### src/rtl/aes_pkg.sv
// rtl/aes_pkg.sv - shared AES sequencer types and constants
package aes_pkg;

   localparam int NR_128  = 10;
   localparam int NR_192  = 12;
   localparam int NR_256  = 14;
   localparam int BLOCK_W = 128;

   typedef enum logic [1:0] {
      KIND_FIRST = 2'd0,
      KIND_MID   = 2'd1,
      KIND_LAST  = 2'd2
   } round_kind_e;

   typedef enum logic [1:0] {
      ST_IDLE = 2'd0,
      ST_RUN  = 2'd1,
      ST_DONE = 2'd2
   } seq_state_e;

endpackage

### src/rtl/aes_round_sequencer_if.sv
// rtl/aes_round_sequencer_if.sv - request/response handshake bundle for the round sequencer
interface aes_round_sequencer_if
   import aes_pkg::*;
();
   logic               in_valid;
   logic               in_ready;
   logic               in_decrypt;
   logic [BLOCK_W-1:0] in_block;
   logic               out_valid;
   logic               out_ready;
   logic [BLOCK_W-1:0] out_block;

   // master is the bus shim issuing requests, slave is the sequencer
   modport master (
      output in_valid, in_decrypt, in_block, out_ready,
      input  in_ready, out_valid, out_block
   );

   modport slave (
      input  in_valid, in_decrypt, in_block, out_ready,
      output in_ready, out_valid, out_block
   );
endinterface

### src/rtl/aes_seq_round_ctr.sv
// rtl/aes_seq_round_ctr.sv - round counter, last-round flag and key-slice index generation
module aes_seq_round_ctr
   import aes_pkg::*;
#(
   parameter int NR = NR_192,
   parameter int RW = 4
) (
   input  logic          clk,
   input  logic          rst_n,
   input  logic          i_clear,
   input  logic          i_step,
   input  logic          i_decrypt,
   output logic          o_last,
   output logic [RW-1:0] o_round,
   output round_kind_e   o_kind
);
   localparam logic [RW-1:0] LP_NR = RW'(NR);

   logic [RW-1:0] r_ctr;

   // saturates at NR so DONE keeps presenting the last round
   always_ff @(posedge clk or negedge rst_n) begin
      if (!rst_n) begin
         r_ctr <= '0;
      end else if (i_clear) begin
         r_ctr <= '0;
      end else if (i_step && !o_last) begin
         r_ctr <= r_ctr + RW'(1);
      end
   end

   assign o_last  = (r_ctr == LP_NR);
   assign o_round = i_decrypt ? (LP_NR - r_ctr) : r_ctr;

   always_comb begin
      o_kind = KIND_MID;
      if (r_ctr == '0) begin
         o_kind = KIND_FIRST;
      end else if (o_last) begin
         o_kind = KIND_LAST;
      end
   end
endmodule

### src/rtl/aes_round_sequencer.sv
// rtl/aes_round_sequencer.sv - steps the shared AES round datapath through NR+1 cycles per block
// Defining AES_SEQ_ABORT_EN adds an abort input that cancels a request in RUN or DONE.
module aes_round_sequencer
   import aes_pkg::*;
#(
   parameter int NR = NR_192,
   parameter int RW = 4
) (
   input  logic                 clk,
   input  logic                 rst_n,
   aes_round_sequencer_if.slave bus,
   output logic [BLOCK_W-1:0]   dp_state,
   output logic [RW-1:0]        dp_round,
   output logic [1:0]           dp_kind,
   output logic                 dp_decrypt,
   input  logic [BLOCK_W-1:0]   dp_result,
`ifdef AES_SEQ_ABORT_EN
   input  logic                 abort,
`endif
   output logic                 busy
);
   seq_state_e         r_state;
   seq_state_e         w_next;
   logic [BLOCK_W-1:0] r_st;
   logic               r_dir;
   logic               w_accept;
   logic               w_abort;
   logic               w_last;
   round_kind_e        w_kind;

`ifdef AES_SEQ_ABORT_EN
   assign w_abort = abort && (r_state != ST_IDLE);
`else
   assign w_abort = 1'b0;
`endif

   always_ff @(posedge clk or negedge rst_n) begin
      if (!rst_n) begin
         r_state <= ST_IDLE;
      end else begin
         r_state <= w_next;
      end
   end

   always_comb begin
      w_next        = r_state;
      w_accept      = 1'b0;
      bus.in_ready  = 1'b0;
      bus.out_valid = 1'b0;
      busy          = 1'b1;
      case (r_state)
         ST_IDLE: begin
            bus.in_ready = 1'b1;
            busy         = 1'b0;
            if (bus.in_valid) begin
               w_accept = 1'b1;
               w_next   = ST_RUN;
            end
         end
         ST_RUN: begin
            if (w_last) begin
               w_next = ST_DONE;
            end
         end
         ST_DONE: begin
            bus.out_valid = 1'b1;
            if (bus.out_ready) begin
               w_next = ST_IDLE;
            end
         end
         default: begin
            busy   = 1'b0;
            w_next = ST_IDLE;
         end
      endcase
      // abort outranks a pending out handshake
      if (w_abort) begin
         w_next = ST_IDLE;
      end
   end

   always_ff @(posedge clk or negedge rst_n) begin
      if (!rst_n) begin
         r_st  <= '0;
         r_dir <= 1'b0;
      end else if (w_abort) begin
         r_st  <= '0;
      end else if (w_accept) begin
         r_st  <= bus.in_block;
         r_dir <= bus.in_decrypt;
      end else if (r_state == ST_RUN) begin
         r_st  <= dp_result;
      end
   end

   aes_seq_round_ctr #(
      .NR (NR),
      .RW (RW)
   ) u_round_ctr (
      .clk       (clk),
      .rst_n     (rst_n),
      .i_clear   (w_accept || w_abort),
      .i_step    (r_state == ST_RUN),
      .i_decrypt (r_dir),
      .o_last    (w_last),
      .o_round   (dp_round),
      .o_kind    (w_kind)
   );

   assign dp_state      = r_st;
   assign dp_decrypt    = r_dir;
   assign dp_kind       = w_kind;
   assign bus.out_block = r_st;
endmodule

### src/flat_wrapper.sv
// flat-port wrapper written by rule: the top's interface ports become plain ports
module aes_round_sequencer_flat import aes_pkg::*;
#(
   parameter int NR = NR_192,
   parameter int RW = 4
)
  (clk, rst_n, dp_state, dp_round, dp_kind, dp_decrypt, dp_result, busy, bus_in_valid, bus_in_decrypt, bus_in_block, bus_out_ready, bus_in_ready, bus_out_valid, bus_out_block);
  aes_round_sequencer_if bus_i ();
  input  logic clk;
  input  logic rst_n;
  output logic [BLOCK_W-1:0] dp_state;
  output logic [RW-1:0] dp_round;
  output logic [1:0] dp_kind;
  output logic dp_decrypt;
  input  logic [BLOCK_W-1:0] dp_result;
  output logic busy;
  input wire logic [$bits(bus_i.in_valid)-1:0] bus_in_valid;
  input wire logic [$bits(bus_i.in_decrypt)-1:0] bus_in_decrypt;
  input wire logic [$bits(bus_i.in_block)-1:0] bus_in_block;
  input wire logic [$bits(bus_i.out_ready)-1:0] bus_out_ready;
  output wire logic [$bits(bus_i.in_ready)-1:0] bus_in_ready;
  output wire logic [$bits(bus_i.out_valid)-1:0] bus_out_valid;
  output wire logic [$bits(bus_i.out_block)-1:0] bus_out_block;
  assign bus_i.in_valid = bus_in_valid;
  assign bus_i.in_decrypt = bus_in_decrypt;
  assign bus_i.in_block = bus_in_block;
  assign bus_i.out_ready = bus_out_ready;
  assign bus_in_ready = bus_i.in_ready;
  assign bus_out_valid = bus_i.out_valid;
  assign bus_out_block = bus_i.out_block;
  aes_round_sequencer #(.NR(NR), .RW(RW)) u_core (.clk(clk), .rst_n(rst_n), .bus(bus_i), .dp_state(dp_state), .dp_round(dp_round), .dp_kind(dp_kind), .dp_decrypt(dp_decrypt), .dp_result(dp_result), .busy(busy));
endmodule
### config.mk
export PLATFORM = sky130hd
export DESIGN_NAME = aes_round_sequencer_flat
export DESIGN_NICKNAME = d
export VERILOG_FILES = /design/src/rtl/aes_pkg.sv /design/src/rtl/aes_round_sequencer_if.sv /design/src/rtl/aes_seq_round_ctr.sv /design/src/rtl/aes_round_sequencer.sv /design/src/flat_wrapper.sv
export SDC_FILE = /design/constraint.sdc
export NUM_CORES = 1
export LEC_CHECK = 0
export BUFFER_PORTS_ARGS = -buffer_cell sky130_fd_sc_hd__buf_4
export CORE_AREA = 2 2 205 207
export DETAILED_ROUTE_END_ITERATION = 16
export DIE_AREA = 0 0 207 209
export PLACE_DENSITY = 0.49
export RECOVER_POWER = 50
export SETUP_SLACK_MARGIN = 0.4
export SYNTH_ARGS = -nofsm -noshare
export SYNTH_HDL_FRONTEND = slang
export SYNTH_SLANG_ARGS = --single-unit
### constraint.sdc
create_clock -name clk -period 2.2 [get_ports clk]
set_input_delay 0.33 -clock clk [delete_from_list [all_inputs] [get_ports clk]]
set_output_delay 0.33 -clock clk [all_outputs]
set_load 0.005 [all_outputs]
==> results of run 1 <==
what timing repair did:
| action | 4_1_cts | 5_1_grt |
|---|---|---|
| resized for setup | 8 | 18 |
| setup buffers | 2 | 10 |
| hold buffers | 1 | 0 |
| hold endpoints to repair | 44 | 0 |
| cloned | 0 | 4 |
| pin swaps | 1 | 6 |
| setup endpoints to repair | 5 | 116 |
report_power, final:
group,switching [mW],internal (mW),leakage (nW),total (mW)
clock,1.15,1.85,0.289,3.00
combinational,3.69,5.15,3.74,8.84
sequential,1.26,3.76,1.64,5.02
registers in the layout (all words and copies together), names as in the netlist:
name	count
u_core.bus.out_block	128
u_core.u_round_ctr.r_ctr	4
u_core.r_state	2
u_core.dp_decrypt	1
area by class of cell:
cell class | instances | area (sq um)
fillers | 4340 | 29390
repair buffers | 574 | 4473
flip-flops and latches | 135 | 3378
multi-input cells | 420 | 2741
well taps | 539 | 674.4
clock buffers | 26 | 519.2
clock inverters | 6 | 87.58
inverters | 7 | 28.78
critical path: cells and delay by family (launching register included):
kind | cells | cell delay [ns]
XOR/XNOR | 1 | 0.14
flip-flops | 1 | 0.40
buffers and inverters | 2 | 0.28
AND/OR/NAND/NOR | 1 | 0.08
AO/OA/AOI/OAI | 1 | 0.13
Yosys cell counts:
master	n	area, sq um
sky130_fd_sc_hd__ha_1	6	75.07
sky130_fd_sc_hd__nor2_1	1	3.750
sky130_fd_sc_hd__mux2i_1	128	1281
sky130_fd_sc_hd__nor3_1	1	5.000
sky130_fd_sc_hd__a222oi_1	1	10.01
sky130_fd_sc_hd__nand4_1	1	6.260
sky130_fd_sc_hd__dfrtp_1	135	3378
sky130_fd_sc_hd__inv_1	7	26.28
sky130_fd_sc_hd__nand3_1	3	15.01
sky130_fd_sc_hd__xnor2_1	3	26.28
sky130_fd_sc_hd__o21ai_0	131	655.6
sky130_fd_sc_hd__a21o_2	2	17.52
sky130_fd_sc_hd__buf_4	132	991.0
sky130_fd_sc_hd__and2_1	1	6.260
sky130_fd_sc_hd__a221o_1	1	10.01
sky130_fd_sc_hd__clkbuf_1	13	48.80
sky130_fd_sc_hd__o21a_1	1	7.510
sky130_fd_sc_hd__or3_1	1	6.260
sky130_fd_sc_hd__nand3_4	1	17.52
sky130_fd_sc_hd__mux2_1	1	11.26
sky130_fd_sc_hd__mux2_2	1	11.26
sky130_fd_sc_hd__buf_6	2	22.52
sky130_fd_sc_hd__a21oi_1	4	20.02
sky130_fd_sc_hd__buf_2	27	135.1
sky130_fd_sc_hd__nand2_1	132	495.5
layer usage:
| metal | GRT usage [%] | vias up |
|---|---|---|
| li1 | - | 3188 |
| met1 | 14.67 | 3072 |
| met2 | 20.20 | 319 |
| met3 | 3.983 | 21 |
| met4 | 3.645 | 2 |
| met5 | 0 | - |
final timing paths:
kind                       cells past startpoint                       end                   startpoint
hold reg to reg                                1         u_core.r_state[1]            u_core.r_state[1]
setup reg to reg                               6         u_core.r_state[0]  u_core.u_round_ctr.r_ctr[0]
hold / removal                                 3  u_core.bus.out_block[34]             bus_in_block[34]
max in group asynchronous                      3  u_core.bus.out_block[13]                        rst_n
min in group asynchronous                      2  u_core.bus.out_block[77]                        rst_n
setup / recovery                               5               dp_round[3]  u_core.u_round_ctr.r_ctr[1]
kinds of logic after synthesis:
family          after synthesis  synth area share (%)
simple gates                141                 7.628
compound gates              140                 9.895
fa+ha+maj                     6                 1.031
buf+inv                     181                 16.80
xor+xnor                      3                0.3608
mux                         130                 17.90
flops                       135                 46.38
==> impl_metrics.sql, run 1 <==
INSERT INTO impl_metrics (metric_group, metric, value, unit) VALUES
('placed_design', 'placed_cells', '1658', ''),
('clock_tree', 'clockRootBuffer', 'sky130_fd_sc_hd__clkbuf_16', ''),
('yosys', 'distinct_cells_synth', '25', ''),
('pwr', 'vdd_ir_drop_max', '0.0005523', 'V'),
('final_layout', 'layout-drive-gt1-share', '52.05', '%'),
('min_path', 'worst_hold_path_type', 'in2reg', ''),
('grt', 'antenna_found_initial', '1', ''),
('timing', 'finalCriticalPeriod', '1.782', 'ns'),
('floorplan', 'initial_core_util', '17.64', '%'),
('drt', 'routed_length_per_instance', '16.38', 'microns'),
('yosys', 'synthesis.area', '7283', 'sq um'),
('timing', 'grt_setup_unrepaired', 'true', ''),
('setup_path', 'worst-endpoint-arrival', '1.45', 'ns'),
('final_layout', 'final_cell_count_no_fill', '1707', ''),
('timing', 'timing_worst_slew_pin_value', '0.6577', 'ns'),
('final_layout', 'finish.net_count', '1422', ''),
('placed_design', 'numPortBuffers', '526', ''),
('timing', 'setup_viol', '0', ''),
('yosys', 'yosys_warnings', '0', ''),
('drt', 'postRouteAntennaNets', '0', ''),
('pwr', 'p_per_area', '1416', 'nW/um^2'),
('yosys', 'postSynthAreaPerCell', '9.896', 'sq um'),
('clock_tree', 'clockBufferDepth', '2', ''),
('timing', 'timing.final.crit_share', '81.01', '%'),
('timing', 'worst_hold_slack', '0.1012', 'ns'),
('drt', 'drtPass1Iterations', '7', ''),
('timing', 'fmax', '561.1', 'MHz'),
('floorplan', 'die_w', '207', 'microns'),
('final_layout', 'antennaDiodeCount', '0', ''),
('timing', 'fin_setup_tns', '0', 'ns'),
('outcome', 'status', 'finished clean', ''),
('timing', 'timing.final.hold_violations', '0', ''),
('clock_tree', 'htree_levels', '4', ''),
('final_layout', 'final_area', '11900', 'sq um'),
('clock_tree', 'cts_num_sinks', '135', ''),
('drt', 'vias_per_cell', '3.868', ''),
('drt', 'routed-via-count', '6602', ''),
('drt', 'drt_iter0_drcs', '302', ''),
('job', 'maxCapViolCount', '0', ''),
('grt', 'first_global_vias', '6455', ''),
('yosys', 'ys_seq_area_share', '46.38', '%'),
('setup_path', 'slowest_stage', 'sky130_fd_sc_hd__dfrtp_1', ''),
('grt', 'gr-total-overflow', '0', ''),
('pwr', 'power', '16.86', 'mW'),
('grt', 'wire_length_of_the_first_global_routing_pass', '39.80', 'mm'),
('yosys', 'synthesis.instances', '736', ''),
('drt', 'met3WireLength', '1.957', 'mm'),
('placed_design', 'gpl.final_weighted_congestion', '0.7775', ''),
('floorplan', 'chipHeight', '209', 'microns'),
('setup_path', 'crit_path_start_kind', 'flop', ''),
('final_layout', 'most-common-layout-cells', 'sky130_fd_sc_hd__buf_4, sky130_fd_sc_hd__dfrtp_1, sky130_fd_sc_hd__nand2_1, sky130_fd_sc_hd__o21ai_0, sky130_fd_sc_hd__mux2i_1', ''),
('timing', 'maxSlewViolCount', '0', ''),
('final_layout', 'layout-area-overhead-vs-synth', '63.43', '%'),
('final_layout', 'most_common_library_cell_in_the_layout_ignoring_fill_and_taps', 'sky130_fd_sc_hd__buf_4', ''),
('timing', 'finalClockSkew', '0.005151', 'ns'),
('drt', 'post_route_drc_violation_count', '0', ''),
('placed_design', 'place_area', '11090', 'sq um'),
('placed_design', 'dp_hpwl', '20.85', 'mm'),
('floorplan', 'std_cell_rows', '75', ''),
('clock_tree', 'clkSlewWorstSetupHoldPaths', '0.06', 'ns'),
('placed_design', 'dp_worst_setup_slack', '0.4410', 'ns'),
('drt', 'met1Wirelength', '11.77', 'mm'),
('drt', 'routed.top_layer', 'met5', ''),
('grt', 'track_usage', '12.06', '%'),
('drt', 'routed_wire_length', '27.95', 'mm'),
('setup_path', 'r2r_slack', '0.45', 'ns'),
('floorplan', 'die-area', '43260', 'sq um'),
('timing', 'timing.final.ws_setup', '0.4178', 'ns'),
('yosys', 'synthesis.nets', '1003', ''),
('grt', 'maximum_number_of_pins_on_one_net_before_global_route_repair', '119', ''),
('setup_path', 'critical_path.cell_chain', 'buf_6 -> o21ai_2 -> nand2_2 -> xnor2_2 -> buf_4', '');
Power figures use the tool's default switching activity.
==> run 2: changes to the inputs <==
- ABC_AREA: not set -> 1
- clock period: 2.2 -> 1.7 ns (I/O delays scaled with it)
==> impl_metrics.sql, run 2 <==
INSERT INTO impl_metrics (metric_group, metric, value, unit) VALUES
('timing', 'timing.final.hold_violations', '0', ''),
('outcome', 'status', 'finished clean', ''),
('min_path', 'worst_hold_path_type', 'in2reg', ''),
('setup_path', 'path_common_cell', 'sky130_fd_sc_hd__inv_2', ''),
('yosys', 'synthesis.area', '7447', 'sq um'),
('grt', 'maximum_number_of_pins_on_one_net_before_global_route_repair', '40', ''),
('yosys', 'yosysTopAreaCellShare', '45.36', '%'),
('min_path', 'hold_start', 'bus_in_block[45]', ''),
('yosys', 'synthFlopType', 'sky130_fd_sc_hd__dfrtp_1', ''),
('setup_path', 'crit_path_start_kind', 'flop', ''),
('timing', 'fin_setup_tns', '0', 'ns'),
('clock_tree', 'clockBufferDepth', '2', ''),
('placed_design', 'numPortBuffers', '526', ''),
('grt', 'gr-total-overflow', '0', ''),
('final_layout', 'utilization', '46.91', '%'),
('placed_design', 'dp_hpwl', '22.66', 'mm'),
('final_layout', 'final_area', '19370', 'sq um'),
('final_layout', 'finish.net_count', '1826', ''),
('grt', 'antenna_found_initial', '1', ''),
('setup_path', 'worst_path_required', '1.44', 'ns'),
('clock_tree', 'tritoncts.num_buffers', '17', ''),
('setup_path', 'critical_path_capture_point_type', 'primary output', ''),
('timing', 'grt_setup_unrepaired', 'true', ''),
('floorplan', 'std_cell_rows', '75', ''),
('job', 'maxCapViolCount', '0', ''),
('final_layout', 'layout-area-overhead-vs-synth', '160.1', '%'),
('floorplan', 'die_w', '207', 'microns'),
('setup_path', 'worstRegToRegCells', '9', ''),
('floorplan', 'die-area', '43260', 'sq um'),
('min_path', 'worst_hold_path.endpoint', 'u_core.bus.out_block[45]', ''),
('final_layout', 'fillers', '3663', ''),
('yosys', 'synth.top_cells.by_area', 'sky130_fd_sc_hd__dfrtp_1, sky130_fd_sc_hd__nand3_1, sky130_fd_sc_hd__buf_4, sky130_fd_sc_hd__nand2_1, sky130_fd_sc_hd__buf_2', ''),
('setup_path', 'crit-reg2reg-launch', 'u_core.r_state[1]', ''),
('final_layout', 'most_common_library_cell_in_the_layout_ignoring_fill_and_taps', 'sky130_fd_sc_hd__buf_4', ''),
('grt', 'track_usage', '19.69', '%'),
('yosys', 'postSynthAreaPerCell', '8.193', 'sq um'),
('grt', 'first_global_vias', '9632', ''),
('drt', 'routed-via-count', '9534', ''),
('floorplan', 'floorplan.io_pins', '527', ''),
('floorplan', 'chipHeight', '209', 'microns'),
('yosys', 'post-synth-top-count-cell', 'sky130_fd_sc_hd__nand3_1', ''),
('drt', 'drt_iter0_drcs', '446', ''),
('setup_path', 'path_depth', '6', ''),
('setup_path', 'slowest_stage', 'sky130_fd_sc_hd__dfrtp_2', ''),
('yosys', 'ys_async_sr_fraction', '100.0', '%'),
('timing', 'finalClockSkew', '0.007134', 'ns'),
('pwr', 'power', '37.72', 'mW'),
('yosys', 'ys_seq_area_share', '45.36', '%'),
('placed_design', 'place_area', '11300', 'sq um'),
('drt', 'post_route_drc_violation_count', '0', ''),
('final_layout', 'most-common-layout-cells', 'sky130_fd_sc_hd__buf_4, sky130_fd_sc_hd__nand3_2, sky130_fd_sc_hd__buf_6', ''),
('floorplan', 'placeableCoreArea', '41290', 'sq um'),
('clock_tree', 'cts_tree', 'built', ''),
('clock_tree', 'cts_num_sinks', '135', ''),
('yosys', 'synth_edf_count', '0', ''),
('placed_design', 'gpl.final_weighted_congestion', '0.7988', ''),
('min_path', 'worst_hold_path.num_cells', '3', ''),
('yosys', 'distinct_cells_synth', '17', ''),
('setup_path', 'cpLargestDelayFamily', 'flip-flops', ''),
('clock_tree', 'clockRootBuffer', 'sky130_fd_sc_hd__clkbuf_16', ''),
('grt', 'wire_length_of_the_first_global_routing_pass', '62.98', 'mm'),
('timing', 'timing.final.crit_share', '98.93', '%'),
('setup_path', 'worst-endpoint-arrival', '1.43', 'ns'),
('yosys', 'synthesis.nets', '1176', ''),
('yosys', 'synth.largest_area_cell', 'sky130_fd_sc_hd__dfrtp_1', ''),
('yosys', 'synthesis.instances', '909', ''),
('drt', 'routed_length_per_instance', '21.66', 'microns'),
('setup_path', 'worst-path-max-fanout', '3', ''),
('setup_path', 'rr_endpoint', 'u_core.bus.out_block[37]', ''),
('setup_path', 'cp.buffers_inverters', '3', ''),
('clock_tree', 'clkLatencyLatePin', '0.44', 'ns'),
('clock_tree', 'clkSlewWorstSetupHoldPaths', '0.07', 'ns'),
('pwr', 'total_leakage_power', '9.190', 'nW'),
('setup_path', 'crit_type', 'reg2out', ''),
('timing', 'maxSlewViolCount', '0', ''),
('setup_path', 'critical_path_s_largest_stage_delay', '0.43', 'ns'),
('setup_path', 'r2r_slack', '0.04', 'ns'),
('timing', 'max_slew_margin', '13.79', '%'),
('yosys', 'synth_commonest_cells', 'sky130_fd_sc_hd__nand3_1, sky130_fd_sc_hd__nand2_1, sky130_fd_sc_hd__buf_4, sky130_fd_sc_hd__dfrtp_1, sky130_fd_sc_hd__buf_2', ''),
('timing', 'fmax', '594.6', 'MHz'),
('drt', 'postRouteAntennaNets', '0', ''),
('pwr', 'vdd_ir_drop_max', '0.0008545', 'V'),
('final_layout', 'largest_register_ff_count', '128', ''),
('timing', 'timing_worst_slew_pin_value', '1.293', 'ns'),
('setup_path', 'critical_path.cell_chain', 'inv_2 -> ha_4 -> nand3_2 -> inv_2 -> a21oi_2 -> buf_4', ''),
('drt', 'routed_wire_length', '45.74', 'mm'),
('floorplan', 'initial_core_util', '18.04', '%'),
('timing', 'finalCriticalPeriod', '1.682', 'ns'),
('drt', 'vias_per_cell', '4.514', ''),
('final_layout', 'layout-drive-gt1-share', '81.04', '%'),
('drt', 'drtPass1Iterations', '4', ''),
('yosys', 'yosys_warnings', '0', ''),
('clock_tree', 'htree_levels', '4', ''),
('yosys', 'number_of_register_bits_inferred_by_synthesis', '135', ''),
('timing', 'setup_viol', '0', ''),
('pwr', 'p_per_area', '1947', 'nW/um^2');
-- run 2: worst register-to-register path: cells and delay by family (launching register included) --
family,cells,cell delay (ns)
DFF,1,0.40
buffers and inverters,5,0.70
and+or+nand+nor,3,0.26
adders and majority gates,1,0.19
-- run 2: metrics by stage --
step / cells / hold slack, ns / setup WS (ns)
2_1_floorplan: 909 / -0.04059 / 0.4016
3_3_place_gp: 1810 / 0.2594 / 0.1789
3_5_place_dp: 1810 / 0.2552 / 0.1924
4_1_cts: 2036 / 0.000008354 / -0.01673
5_1_grt: 2112 / 0.009988 / -0.06078
6_report: 2112 / 0.03533 / 0.01825
-- run 2: area by class of cell --
class                      instances  area, sq um  area share [%]
timing repair buffer             830         9133           47.15
multi-input combinational        562         5443           28.10
sequential                       135         3451           17.82
tap                              539        674.4           3.482
clock buffer                      18        439.2           2.267
clock inverter                    14        133.9          0.6912
inverter                          12        73.82          0.3811
timing repair inverter             1        20.02          0.1034
antenna                            1        2.502         0.01292
-- run 2: cell families after synthesis --
kind of cell | count (synthesis) | synth area share, %
buffers and inverters | 213 | 18.70
adder cells (fa/ha/maj) | 6 | 1.008
AO/OA/AOI/OAI | 3 | 0.2016
XOR/XNOR | 3 | 0.3529
AND/OR/NAND/NOR | 549 | 34.38
flip-flops | 135 | 45.36
-- run 2: timing repair --
action	CTS	global route
setup buffers	82	70
gates resized for setup	572	299
cloned	75	5
hold buffers	37	0
hold endpoints to repair	68	0
pin swaps	157	153
setup endpoints to repair	210	307
-- run 2: worst max-delay path by stage --
stage,to,from,slack (ns)
final,dp_kind[0],u_core.u_round_ctr.r_ctr[1],0.02
after global routing,dp_round[2],u_core.u_round_ctr.r_ctr[0],-0.06
after CTS,dp_round[3],u_core.u_round_ctr.r_ctr[1],-0.02
after detailed placement,u_core.bus.out_block[4],u_core.r_state[0],0.19
after global placement,u_core.u_round_ctr.r_ctr[0],u_core.u_round_ctr.r_ctr[1],0.18
after floorplan,u_core.bus.out_block[104],u_core.r_state[0],0.40
-- run 2: layer usage --
metal | track usage, % | share of wire [%] | up-vias
met4 | 7.562 | 2.8 | 0
met3 | 3.892 | 5.6 | 68
met2 | 35.43 | 53 | 444
li1 | - | - | 4320
met5 | 0 | 0 | -
met1 | 22.98 | 38 | 4702
-- run 2: where the power goes --
group	switching (mW)	total (mW)	leakage, nW	internal, mW
clock network	1.56	3.74	0.289	2.18
registers	2.10	7.06	1.60	4.96
logic	11.2	26.9	7.31	15.7
